===== src/rtl/seg7_pkg.sv =====
// Shared code constants and the 4-bit code to 7-segment glyph decoder.
// Glyphs are active-low and ordered {g,f,e,d,c,b,a}.
package seg7_pkg;

  localparam logic [3:0] CODE_MINUS = 4'hA;
  localparam logic [3:0] CODE_BLANK = 4'hB;
  localparam logic [6:0] SEG_BLANK  = 7'h7F;

  function automatic logic [6:0] seg7_decode(input logic [3:0] code);
    logic [6:0] seg;
    case (code)
      4'h0:       seg = 7'b1000000;
      4'h1:       seg = 7'b1111001;
      4'h2:       seg = 7'b0100100;
      4'h3:       seg = 7'b0110000;
      4'h4:       seg = 7'b0011001;
      4'h5:       seg = 7'b0010010;
      4'h6:       seg = 7'b0000010;
      4'h7:       seg = 7'b1111000;
      4'h8:       seg = 7'b0000000;
      4'h9:       seg = 7'b0010000;
      CODE_MINUS: seg = 7'b0111111;
      default:    seg = SEG_BLANK;
    endcase
    return seg;
  endfunction

endpackage


===== src/rtl/seg7_refresh_timer.sv =====
// Per-slot refresh counter and digit index for the display scanner.
// Reports the slot wrap, the anode guard window and the current/next index.
module seg7_refresh_timer #(
  parameter int NUM_DIGITS  = 4,
  parameter int REFRESH_DIV = 100000,
  parameter int GUARD       = 4,
  localparam int CW = $clog2(REFRESH_DIV),
  localparam int IW = (NUM_DIGITS > 1) ? $clog2(NUM_DIGITS) : 1
) (
  input  logic          clk,
  input  logic          rst_n,
  output logic          slot_wrap,
  output logic          in_guard,
  output logic [IW-1:0] idx,
  output logic [IW-1:0] next_idx
);

  logic [CW-1:0] cnt;

  assign slot_wrap = (cnt == CW'(REFRESH_DIV - 1));
  assign in_guard  = (int'(cnt) < GUARD);
  assign next_idx  = (idx == IW'(NUM_DIGITS - 1)) ? '0 : idx + IW'(1);

  always_ff @(posedge clk or negedge rst_n) begin
    if (!rst_n) begin
      cnt <= '0;
      idx <= '0;
    end else if (slot_wrap) begin
      cnt <= '0;
      idx <= next_idx;
    end else begin
      cnt <= cnt + CW'(1);
    end
  end

endmodule


===== src/rtl/seg7_scan_mux.sv =====
// Time-multiplexed N-digit 7-segment driver: load-strobed shadow registers,
// leading-zero blanking, per-slot digit latch, anode guard and output polarity.
module seg7_scan_mux
  import seg7_pkg::*;
#(
  parameter int NUM_DIGITS  = 4,
  parameter int REFRESH_DIV = 100000,
  parameter int GUARD       = 4,
  parameter bit ACTIVE_LOW  = 1'b1
) (
  input  logic                    clk,
  input  logic                    rst_n,
  input  logic [4*NUM_DIGITS-1:0] data_i,
  input  logic [NUM_DIGITS-1:0]   dp_i,
  input  logic                    load_i,
  input  logic                    lz_blank_i,
  output logic [6:0]              seg_o,
  output logic                    dp_o,
  output logic [NUM_DIGITS-1:0]   an_o
);

  localparam int IW = (NUM_DIGITS > 1) ? $clog2(NUM_DIGITS) : 1;
  localparam logic [NUM_DIGITS-1:0] MASK_RST = ~NUM_DIGITS'(1);
  localparam logic [6:0]            SEG_OFF  = ACTIVE_LOW ? SEG_BLANK : ~SEG_BLANK;
  localparam logic [NUM_DIGITS-1:0] AN_OFF   = ACTIVE_LOW ? '1 : '0;

  logic          slot_wrap, in_guard;
  logic [IW-1:0] idx, next_idx;

  seg7_refresh_timer #(
    .NUM_DIGITS (NUM_DIGITS),
    .REFRESH_DIV(REFRESH_DIV),
    .GUARD      (GUARD)
  ) u_timer (
    .clk      (clk),
    .rst_n    (rst_n),
    .slot_wrap(slot_wrap),
    .in_guard (in_guard),
    .idx      (idx),
    .next_idx (next_idx)
  );

  logic [4*NUM_DIGITS-1:0] code_sh;
  logic [NUM_DIGITS-1:0]   dp_sh, mask_sh, mask_d;
  logic                    zero_above;

  // A digit blanks only when it and every more significant digit are code 0.
  always_comb begin
    mask_d     = '0;
    zero_above = 1'b1;
    for (int k = NUM_DIGITS - 1; k >= 0; k--) begin
      zero_above = zero_above & (data_i[4*k +: 4] == 4'h0);
      if (k > 0) mask_d[k] = lz_blank_i & zero_above;
    end
  end

  always_ff @(posedge clk or negedge rst_n) begin
    if (!rst_n) begin
      code_sh <= {NUM_DIGITS{CODE_BLANK}};
      dp_sh   <= '0;
      mask_sh <= MASK_RST;
    end else if (load_i) begin
      code_sh <= data_i;
      dp_sh   <= dp_i;
      mask_sh <= mask_d;
    end
  end

  logic [3:0] nxt_code;
  logic       nxt_dp, nxt_mask;

  always_comb begin
    nxt_code = CODE_BLANK;
    nxt_dp   = 1'b0;
    nxt_mask = 1'b1;
    for (int k = 0; k < NUM_DIGITS; k++) begin
      if (next_idx == IW'(k)) begin
        nxt_code = code_sh[4*k +: 4];
        nxt_dp   = dp_sh[k];
        nxt_mask = mask_sh[k];
      end
    end
  end

  // Stage p0: slot latch, captured on the wrap so a mid-slot load never
  // disturbs the digit currently lit.
  logic [3:0] slot_code_p0;
  logic       slot_dp_p0, slot_mask_p0;

  always_ff @(posedge clk or negedge rst_n) begin
    if (!rst_n) begin
      slot_code_p0 <= CODE_BLANK;
      slot_dp_p0   <= 1'b0;
      slot_mask_p0 <= 1'b0;
    end else if (slot_wrap) begin
      slot_code_p0 <= nxt_code;
      slot_dp_p0   <= nxt_dp;
      slot_mask_p0 <= nxt_mask;
    end
  end

  logic [6:0]            seg_lit;
  logic                  dp_lit;
  logic [NUM_DIGITS-1:0] an_lit;

  assign seg_lit = slot_mask_p0 ? SEG_BLANK : seg7_decode(slot_code_p0);
  assign dp_lit  = slot_dp_p0 & ~slot_mask_p0;
  assign an_lit  = in_guard ? '0 : (NUM_DIGITS'(1) << idx);

  // Stage p1: registered pins in board polarity (seg_lit is already active-low).
  always_ff @(posedge clk or negedge rst_n) begin
    if (!rst_n) begin
      seg_o <= SEG_OFF;
      dp_o  <= ACTIVE_LOW;
      an_o  <= AN_OFF;
    end else begin
      seg_o <= ACTIVE_LOW ? seg_lit : ~seg_lit;
      dp_o  <= ACTIVE_LOW ? ~dp_lit : dp_lit;
      an_o  <= ACTIVE_LOW ? ~an_lit : an_lit;
    end
  end

endmodule


===== config.mk =====
export PLATFORM = sky130hd
export DESIGN_NAME = seg7_scan_mux
export DESIGN_NICKNAME = d
export VERILOG_FILES = /design/src/rtl/seg7_pkg.sv /design/src/rtl/seg7_refresh_timer.sv /design/src/rtl/seg7_scan_mux.sv
export SDC_FILE = /design/constraint.sdc
export NUM_CORES = 1
export LEC_CHECK = 0
export ABC_AREA = 1
export ABC_CLOCK_PERIOD_IN_PS = 1500
export BUFFER_PORTS_ARGS = -buffer_cell sky130_fd_sc_hd__buf_2
export CAP_MARGIN = 0
export CORE_MARGIN = 3
export CORE_UTILIZATION = 52
export DETAILED_ROUTE_END_ITERATION = 8
export PLACE_DENSITY = 0.77
export SETUP_SLACK_MARGIN = 0.05
export SYNTH_ARGS = -nofsm -noshare
export SYNTH_HDL_FRONTEND = slang
export SYNTH_SLANG_ARGS = --single-unit

===== constraint.sdc =====
create_clock -name clk -period 1.5 [get_ports clk]
set_input_delay 0.225 -clock clk [delete_from_list [all_inputs] [get_ports clk]]
set_output_delay 0.225 -clock clk [all_outputs]
set_load 0.05 [all_outputs]

==> qor.csv <==
stage,metric,value,unit
clock_tree,clk_path_buf_depth,2,
power_and_ir_drop,pwr_density_cell,961,nW/um^2
grt,grt_pass1_vias,2489,
sta,finalMaxSlewViolations,0,
sta,hold_viol,0,
detailed_routing,vias,2530,
floorplanning,fp.dieW,83.7,um
floorplanning,fp.dieArea,7010,um^2
hold_path,hp-class,primary input to flip-flop,
detailed_routing,drc_errors,0,
synth,synth-seq-cells,60,
placement,dpl.cell_count,498,
setup_path,ff2ff_setup_slack,0.11,ns
synth,synth_nets,428,
outcome,outcome,"finished, final reports clean",
sta,fin_crit,1.39,ns
clock_tree,cts_root_buf,clkbuf_8,
floorplanning,ioPinCount,36,
floorplanning,core.rowCount,27,
detailed_routing,drtIter0Drc,108,
placement,dp_hpwl,4620,um
synth,async_reset_ff_share,100,%
power_and_ir_drop,power_frac_comb,4.8,%
synth,postSynthCellCount,390,
placement,dpl_worst_slack,-0.0154,ns
synth,syn_area,3140,um^2
cells_and_area,multi_input_area,1450,um^2
synth,synth-edff-count,0,
setup_path,crit_arrival,1.68,ns
synth,yosys-top-cells-area,"dfstp_2, dfrtp_1, nand2_1, inv_1, ha_1",
cells_and_area,fin_util,66.8,%
sta,fin_crit_sh,92.7,%
floorplanning,start_util,55.4,%
sta,skew,0.00841,ns
setup_path,cp-startpoint,u_timer.cnt[0]$_DFF_PN0_,
placement,gp_congestion,0.882,
clock_tree,h-tree-depth,3,
floorplanning,die_h,83.7,um
placement,portBuffers,35,
power_and_ir_drop,p_sw,0.791,mW
cells_and_area,syn2layout_area_growth,20.7,%
detailed_routing,routed_wl,6550,um
detailed_routing,routed_via_density,4.89,
synth,synth_flop_cell,dfstp_2,
synth,yosysSeqAreaShare,49.0,%
power_and_ir_drop,leakagePower,2.05,nW
power_and_ir_drop,internal-power,2.85,mW
sta,fmax,719,MHz
setup_path,end_kind,flip-flop,
cells_and_area,seq_area,1540,um^2
setup_path,r2r-start,u_timer.cnt[0]$_DFF_PN0_,
setup_path,crit_type,flip-flop to flip-flop,
cells_and_area,drive_above_1_share,29.4,%
setup_path,cp-start-kind,flip-flop,
power_and_ir_drop,vdd_ir_drop_max,0.668,mV
cells_and_area,fillers,492,
grt,overflow,0,
clock_tree,numCtsBuffers,9,
setup_path,reg2reg_depth,9,
sta,worstMarginPinSlew,0.307,ns
setup_path,r2r_end,slot_code_p0[1]$_DFFE_PN1N_,
clock_tree,path_clk_slew,0.07,ns
grt,grt_start_max_net_pins,61,
clock_tree,cts_tree,done,
sta,setup_viol,0,
synth,yosysWarnings,0,
setup_path,worstSetupEndpoint,slot_code_p0[1]$_DFFE_PN1N_,
power_and_ir_drop,swShare,21.7,%
synth,yosysTopAreaCellShare,25.1,%
cells_and_area,insertedDiodeCount,0,
grt,antenna_found_initial,0,
sta,timing.slew.headroom,79.3,%
job,max-cap-violations,0,
setup_path,path_max_fanout,7,
detailed_routing,final_antenna_net_count,0,
grt,grt_pass1_wl,11100,um
detailed_routing,dr.pass1.iters,4,
synth,synth_cell_types,32,
power_and_ir_drop,clock_power_share,48.3,%
cells_and_area,fin_nets,478,
sta,rsz0062_at_grt,true,
synth,synth_common_cells,"nand2_1, inv_1, nor2_1, dfrtp_1, dfstp_2",
grt,grtUsageTotal,19.7,%
detailed_routing,avgRoutedWirePerCell,12.7,um
synth,post-synth-top-count-cell,nand2_1,
floorplanning,core,5680,um^2
clock_tree,cts_sinks,60,
setup_path,crit_required,1.78,ns
power_and_ir_drop,seqPwrFrac,47.0,%
sta,fin_ws,0.109,ns
cells_and_area,instances_no_fill,517,
clock_tree,insertion_delay,0.34,ns
synth,avgSynthCellArea,8.06,um^2
synth,yosys.area.top_type,dfstp_2,
[stage by stage]
step / hold slack (ns) / area (um^2) / power (mW) / TNS (ns)
2_1_floorplan: -0.0706 / 3140 / 1.82 / 0
3_3_place_gp: 0.250 / 3440 / 1.91 / 0
3_5_place_dp: 0.249 / 3440 / 1.91 / -0.0154
4_1_cts: 0.0678 / 3700 / 3.68 / 0
5_1_grt: 0.0978 / 3790 / 3.80 / 0
6_report: 0.0795 / 3790 / 3.64 / 0
[cells in the final DEF (no fill, tap or decap), drive strengths merged, types with 5 or more instances in the layout]
| cell type | Yosys | final |
|---|---|---|
| buf | 2 | 44 |
| nand2 | 123 | 124 |
| nand4 | 6 | 6 |
| inv | 53 | 53 |
| clkbuf | 5 | 9 |
| a21oi | 5 | 5 |
| dfrtp | 30 | 30 |
| nor2 | 54 | 54 |
| nand3 | 27 | 27 |
| ha | 14 | 14 |
| dfstp | 30 | 30 |
| o21ai | 23 | 23 |
[what timing repair did]
item / in CTS / in global routing
endpoints found under the hold margin: 30 / 0
cloned: 0 / 1
setup buffers: 0 / 1
pin swaps: 0 / 4
setup endpoints to repair: 8 / 15
hold buffers: 1 / 0
resized for setup: 3 / 19
[how the worst min path moves through the flow]
stage               depth (start not counted)                  endpoint  slack (ns)      start
finish                                      3    code_sh[2]$_DFFE_PN0P_        0.08  data_i[2]
global placement                            2  u_timer.cnt[6]$_DFF_PN0_        0.25      rst_n
floorplan                                   0   code_sh[10]$_DFFE_PN0P_       -0.07      rst_n
CTS                                         3    code_sh[2]$_DFFE_PN0P_        0.07  data_i[2]
detailed placement                          2  u_timer.cnt[6]$_DFF_PN0_        0.25      rst_n
global route                                3      dp_sh[0]$_DFFE_PN0P_         0.1    dp_i[0]
[worst max-delay path, cell delays in order, from the launching register on]
cell and delay [ns]:
dfrtp_1 0.42, ha_4 0.17, nand2_4 0.07, inv_2 0.08, nand2_2 0.09, nor2_4 0.17, nand2_4 0.11, nor2_1 0.10
nand2_1 0.06, nand2_1 0.05
[power groups by stage]
stage                     Sequential, mW  Combinational (mW)  Clock, mW
after floorplan                     1.73              0.0838          0
after global placement              1.74               0.168          0
after detailed placement            1.74               0.174          0
after CTS                           1.71               0.177       1.79
after global routing                1.72               0.206       1.88
final                               1.71               0.174       1.76
[layout make-up]
type | count | area share, %
clock buffers | 9 | 3.27
clock inverters | 7 | 3.04
inverters | 54 | 5.38
multi-input cells | 270 | 38.3
flip-flops and latches | 60 | 40.6
well taps | 72 | 2.38
repair buffers | 45 | 7.00
[sequential cells by signal, indices dropped and copies added (netlist names)]
name / count
slot_code_p0: 4
u_timer.idx: 2
slot_mask_p0: 1
code_sh: 16
u_timer.cnt: 17
slot_dp_p0: 1
an_o: 4
mask_sh: 3
dp_sh: 4
dp_o: 1
seg_o: 7
[layer usage]
| layer | wire (um) | global-route usage (%) |
|---|---|---|
| met3 | 309 | 5.03 |
| met5 | 0 | 0 |
| met4 | 52 | 7.75 |
| met2 | 3200 | 31.1 |
| met1 | 2990 | 25.9 |
[logic make-up after synthesis]
logic type / count (synthesis) / share of synthesized area [%]
AOI/OAI and AO/OA: 32 / 5.54
DFF: 60 / 49.0
buffers and inverters: 61 / 7.65
and+or+nand+nor: 219 / 31.1
adders and majority gates: 14 / 5.58
xor gates and xnor gates: 4 / 1.12
Power figures use the tool's default switching activity.
